### src/rtl/sram_serial_io_ctrl.sv
// ---------------------------------------------------------------------------
// sram_serial_io_ctrl
//
// Bridges a bit-serial host link to a single-port 1024x8 SRAM macro.
//
// The host shifts an {address,data} word into reg_bits over SI, LSB first.
// It then commands a single-byte SRAM write or read. Read data is captured
// into the low byte of reg_bits. From there the host can see it on PO, or
// shift it back out over SO.
//
// Ports
//   CLK     in   1   clock, rising edge
//   RST_N   in   1   asynchronous active-low reset
//   BGN     in   1   operation enable; low aborts or holds IDLE
//   SI      in   1   serial data in, LSB first
//   LOAD_N  in   1   active-low start strobe, qualified by BGN
//   CTRL    in   2   00 load-shift, 01 SRAM read, 11 SRAM write, 10 shift-out
//   PI      in   8   SRAM Q
//   RDY     out  1   operation complete, level until BGN drops
//   D_WE    out  1   SRAM WEN, active low (1 = read)
//   CEN     out  1   SRAM chip enable, active low
//   SO      out  1   serial out, reg_bits[0]
//   A       out  10  SRAM address, upper field of reg_bits
//   PO      out  8   SRAM D, lower field of reg_bits
//
// Configuration macro
//   SRAM_IO_CTRL_SHIFTOUT_EN
//     Defined:   CTRL=10 rotates reg_bits once per cycle for a full word,
//                streaming it out on SO and leaving it unchanged at the end.
//     Undefined: CTRL=10 is a no-op that completes immediately.
// ---------------------------------------------------------------------------
module sram_serial_io_ctrl #(
  parameter int MEMORY_DATA_WIDTH = 8,
  parameter int MEMORY_ADDR_WIDTH = 10,
  parameter int REG_BITS_WIDTH    = MEMORY_ADDR_WIDTH + MEMORY_DATA_WIDTH
) (
  input  logic                         CLK,
  input  logic                         RST_N,
  input  logic                         BGN,
  input  logic                         SI,
  input  logic                         LOAD_N,
  input  logic [1:0]                   CTRL,
  input  logic [MEMORY_DATA_WIDTH-1:0] PI,
  output logic                         RDY,
  output logic                         D_WE,
  output logic                         CEN,
  output logic                         SO,
  output logic [MEMORY_ADDR_WIDTH-1:0] A,
  output logic [MEMORY_DATA_WIDTH-1:0] PO
);

  localparam int CNT_W = $clog2(REG_BITS_WIDTH);
  localparam logic [CNT_W-1:0] LAST_SHIFT = CNT_W'(REG_BITS_WIDTH - 1);

  localparam logic [1:0] CTRL_LOAD  = 2'b00;
  localparam logic [1:0] CTRL_READ  = 2'b01;
  localparam logic [1:0] CTRL_SHOUT = 2'b10;
  localparam logic [1:0] CTRL_WRITE = 2'b11;

  typedef enum logic [2:0] {
    IDLE,
    ARM,
    SHIFT,
    SRAM_ACC,
    SRAM_CAP,
    DONE
  } state_t;

  state_t                    state, state_next;
  logic [REG_BITS_WIDTH-1:0] reg_bits, reg_next;
  logic [CNT_W-1:0]          shift_cnt, cnt_next;
  logic [1:0]                ctrl_q, ctrl_next;
  logic                      rdy_q, cen_q, d_we_q;

  // The SRAM-facing fields and the serial output come straight from the
  // shift register, so they are valid in every state, not only at DONE.
  assign A    = reg_bits[REG_BITS_WIDTH-1:MEMORY_DATA_WIDTH];
  assign PO   = reg_bits[MEMORY_DATA_WIDTH-1:0];
  assign SO   = reg_bits[0];
  assign RDY  = rdy_q;
  assign CEN  = cen_q;
  assign D_WE = d_we_q;

  // Next-state and datapath logic.
  // BGN low overrides everything and returns to IDLE. This also aborts an
  // operation in progress. reg_bits keeps whatever it held, so the host can
  // inspect a partial shift.
  // CTRL is only looked at on the start edge. ctrl_q then steers the rest of
  // the operation.
  always_comb begin
    state_next = state;
    reg_next   = reg_bits;
    cnt_next   = shift_cnt;
    ctrl_next  = ctrl_q;

    if (!BGN) begin
      state_next = IDLE;
    end else begin
      case (state)
        IDLE: begin
          if (!LOAD_N) begin
            ctrl_next = CTRL;
            cnt_next  = '0;
            case (CTRL)
              CTRL_LOAD:  state_next = ARM;
              CTRL_READ:  state_next = SRAM_ACC;
              CTRL_WRITE: state_next = SRAM_ACC;
              CTRL_SHOUT: begin
`ifdef SRAM_IO_CTRL_SHIFTOUT_EN
                state_next = ARM;
`else
                state_next = DONE;
`endif
              end
              default:    state_next = IDLE;
            endcase
          end
        end

        // One dead cycle after the strobe. This lets the host put the first
        // serial bit on SI before shifting begins.
        ARM: begin
          cnt_next   = '0;
          state_next = SHIFT;
        end

        // One bit per cycle, for exactly one full register length.
        SHIFT: begin
`ifdef SRAM_IO_CTRL_SHIFTOUT_EN
          if (ctrl_q == CTRL_SHOUT) begin
            reg_next = {reg_bits[0], reg_bits[REG_BITS_WIDTH-1:1]};
          end else begin
            reg_next = {SI, reg_bits[REG_BITS_WIDTH-1:1]};
          end
`else
          reg_next = {SI, reg_bits[REG_BITS_WIDTH-1:1]};
`endif
          cnt_next = shift_cnt + 1'b1;
          if (shift_cnt == LAST_SHIFT) begin
            state_next = DONE;
          end
        end

        // The macro samples A/PO/WEN on the edge that leaves this state.
        // A write is then complete. A read needs one more edge so that Q
        // can be captured.
        SRAM_ACC: begin
          if (ctrl_q == CTRL_WRITE) begin
            state_next = DONE;
          end else begin
            state_next = SRAM_CAP;
          end
        end

        SRAM_CAP: begin
          reg_next[MEMORY_DATA_WIDTH-1:0] = PI;
          state_next = DONE;
        end

        DONE: state_next = DONE;

        default: state_next = IDLE;
      endcase
    end
  end

  // State and datapath registers.
  always_ff @(posedge CLK or negedge RST_N) begin
    if (!RST_N) begin
      state     <= IDLE;
      reg_bits  <= '0;
      shift_cnt <= '0;
      ctrl_q    <= CTRL_LOAD;
    end else begin
      state     <= state_next;
      reg_bits  <= reg_next;
      shift_cnt <= cnt_next;
      ctrl_q    <= ctrl_next;
    end
  end

  // The handshake and SRAM strobes are decoded from the next state and
  // registered. This keeps them glitch-free at the macro pins. The strobes
  // are therefore only active while the FSM is in SRAM_ACC.
  always_ff @(posedge CLK or negedge RST_N) begin
    if (!RST_N) begin
      rdy_q  <= 1'b0;
      cen_q  <= 1'b1;
      d_we_q <= 1'b1;
    end else begin
      rdy_q  <= (state_next == DONE);
      cen_q  <= (state_next != SRAM_ACC);
      d_we_q <= !((state_next == SRAM_ACC) && (ctrl_next == CTRL_WRITE));
    end
  end

endmodule

### config.mk
export PLATFORM = sky130hd
export DESIGN_NAME = sram_serial_io_ctrl
export DESIGN_NICKNAME = d
export VERILOG_FILES = /design/src/rtl/sram_serial_io_ctrl.sv
export SDC_FILE = /design/constraint.sdc
export NUM_CORES = 1
export LEC_CHECK = 0
export BUFFER_PORTS_ARGS = -buffer_cell sky130_fd_sc_hd__buf_2
export CORE_ASPECT_RATIO = 0.6
export CORE_MARGIN = 3
export CORE_UTILIZATION = 58
export CTS_BUF_LIST = sky130_fd_sc_hd__clkbuf_4
export DETAILED_ROUTE_END_ITERATION = 7
export PLACE_DENSITY = 0.95
export SLEW_MARGIN = 30
export SYNTH_ARGS = -nofsm -noshare
export SYNTH_HDL_FRONTEND = slang
export SYNTH_SLANG_ARGS = --single-unit
### constraint.sdc
create_clock -name CLK -period 2.7 [get_ports CLK]
set_input_delay 0 -clock CLK [delete_from_list [all_inputs] [get_ports CLK]]
set_output_delay 0 -clock CLK [all_outputs]
set_load 0.03 [all_outputs]
==> flow_metrics.env <==
export IMPL_core_area_sq_um=2290
export IMPL_grtUsageTotal=0.240
export IMPL_drv_slew=0
export IMPL_placed_cells=182
export IMPL_antenna_found_initial=0
export IMPL_fin_tns_setup_ns=0
export IMPL_yosys_area_top_type="dfrtp_1"
export IMPL_slew_headroom=0.465
export IMPL_initial_core_util=0.648
export IMPL_tritoncts="yes"
export IMPL_final_net_count=190
export IMPL_max_freq_mhz=524
export IMPL_drt_iter0_markers=123
export IMPL_row_count=13
export IMPL_p_leak_nw=0.864
export IMPL_critPathMaxFanout=14
export IMPL_syn_cell_area_sq_um=1490
export IMPL_area_delta_synth_final_pct=23.1
export IMPL_crit_type="flop to flop"
export IMPL_layoutNonFillerInstCount=203
export IMPL_cts_buffers=5
export IMPL_cp_data_arrival_time_ns=2.09
export IMPL_powerDensity_nw_per_um2=793
export IMPL_period_minus_slack_ns=1.91
export IMPL_insertion_delay_ns=0.33
export IMPL_clkTransAtPathRegs_ns=0.09
export IMPL_critPathCaptureType="flop"
export IMPL_cts_root_buffer="clkbuf_4"
export IMPL_grt_pass1_wl_um=5780
export IMPL_io_buffers=36
export IMPL_htreeDepth=2
export IMPL_cts_sinks=31
export IMPL_drc=0
export IMPL_ys_flop_type="dfrtp_1"
export IMPL_grt_setup_unrepaired="no"
export IMPL_fin_crit_sh=0.706
export IMPL_first_global_vias=1180
export IMPL_vdd_ir_drop_max_mv=0.643
export IMPL_post_drt_wl_per_cell_um=16.7
export IMPL_tightest_slew_ns=0.800
export IMPL_synth_area_per_cell_sq_um=12.1
export IMPL_synth_edf_count=0
export IMPL_grt_start_max_net_pins=32
export IMPL_die_h_um=45.2
export IMPL_gp_congestion=0.911
export IMPL_clockBufferDepth=2
export IMPL_hpwl_um=2170
export IMPL_status="finished clean"
export IMPL_synth_seq_cells=31
export IMPL_syn_inst=123
export IMPL_seqCellArea_sq_um=778
export IMPL_hold_viol=0
export IMPL_syn_nets=140
export IMPL_worstPathRequired_ns=2.88
export IMPL_yosys_warnings=0
export IMPL_drive_gt1_frac=0.364
export IMPL_ys_seq_area_frac=0.524
export IMPL_setup_viol=0
export IMPL_fin_skew_ns=0.00242
export IMPL_async_flop_share=1.00
export IMPL_chipWidth_um=71.3
export IMPL_routed_wl_um=3390
export IMPL_die_area_sq_um=3220
export IMPL_drtPass1Iterations=5
export IMPL_synth_cell_type_count=36
export IMPL_fin_util=0.797
export IMPL_multi_input_area_sq_um=638
export IMPL_ant_nets=0
export IMPL_start_kind="flop"
export IMPL_boundaryPins=37
export IMPL_synth_area_leaders="dfrtp_1 49%, mux2_2 9.1%, mux2i_1 5.4%"
export IMPL_hold_path_class="input pin to flop"
export IMPL_antennaDiodeCount=0
export IMPL_viasPerCell=5.65
export IMPL_cap_violations=0
export IMPL_nFillCells=152
export IMPL_vias=1147
export IMPL_yosys_area_top_type_share=0.489
export IMPL_grt_overflow=0
[critical path: stages (launching register included)]
cell     delay (ns)
dfrtp_1        0.58
nor3b_2        0.75
mux2i_1        0.29
o21ai_0        0.12
[layout by cell type, fill, tap and decap left out, types with 3 or more instances in the layout]
master         instances
nor2_1                 3
nand4_1                3
dlygate4sd3_1         14
dfrtp_1               29
clkbuf_4               5
o31ai_1                3
mux2_2                12
nand2_1               13
mux2i_1                8
o21ai_0               11
buf_2                 36
[logic make-up (layout without fill, tap and decap cells)]
group                      count (synthesis)  in the layout  share of synthesized area
buffers and inverters                      9             59                     0.0463
adders and majority gates                  2              2                     0.0168
DFF                                       31             31                      0.524
xor gates and xnor gates                   1              1                    0.00590
muxes                                     20             20                      0.145
AOI/OAI and AO/OA                         23             23                     0.0994
and+or+nand+nor                           37             37                      0.163
[area by class of cell]
cell class | instances | area share
multi-input cells | 83 | 0.349
flip-flops and latches | 31 | 0.426
inverters | 2 | 0.00411
repair buffers | 50 | 0.175
clock inverters | 2 | 0.00479
clock buffers | 5 | 0.0205
well taps | 30 | 0.0205
[layer usage]
metal / track usage / up-vias / wire [um]
met5: 0 / - / 0
met4: 0.124 / 0 / 139
met3: 0.0644 / 20 / 171
met2: 0.394 / 45 / 1640
met1: 0.300 / 536 / 1440
li1: - / 546 / -
[repair_timing]
item / CTS / global route
endpoints found under the setup margin: 0 / 0
setup buffers: 0 / 0
gates resized for setup: 0 / 0
endpoints found under the hold margin: 43 / 0
hold buffers: 14 / 0
[power breakdown]
group / switching, mW / leakage [nW] / internal [mW] / total [mW]
registers: 0.105 / 0.408 / 0.573 / 0.677
logic: 0.337 / 0.428 / 0.190 / 0.528
clock network: 0.153 / 0.0285 / 0.0919 / 0.245
[sequential cells by signal, summed over array words and instances, names as in the netlist]
signal	cells
reg_bits	18
D_WE	1
RDY	1
CEN	1
ctrl_q	2
state	3
shift_cnt	5
[through the flow]
stage               instance area, sq um  power [mW]  setup slack (ns)  hold WS, ns
global route                        1830        1.53             0.655       0.0849
floorplan                           1490        1.03              1.27       -0.296
global placement                    1640        1.16             0.955       0.0613
detailed placement                  1640        1.18             0.813       0.0655
CTS                                 1830        1.44             0.782       0.0724
finish                              1830        1.45             0.793       0.0703
[Yosys cell counts, types with 2 or more instances]
cell	number
a31oi_1	2
buf_4	3
buf_6	3
dfrtp_1	29
dfstp_2	2
ha_1	2
inv_1	2
mux2_2	12
mux2i_1	8
nand2_1	13
nand3b_1	2
nand4_1	3
nor2_1	3
nor2b_1	2
nor3_1	2
nor3b_2	2
o21ai_0	11
o21ai_1	2
o31ai_1	3
[worst paths after layout]
check                      slack [ns]    startpoint            to  cells after the start
max                              0.79      state[0]   reg_bits[0]                      3
max in group asynchronous        2.05         RST_N      state[1]                      2
min                              0.07         PI[0]   reg_bits[0]                      3
min in group asynchronous        0.22         RST_N     ctrl_q[1]                      2
min reg2reg                      0.50  shift_cnt[4]  shift_cnt[4]                      1
max reg2reg                      0.79      state[0]   reg_bits[0]                      3
No activity file was read; power rests on OpenSTA's default activity.
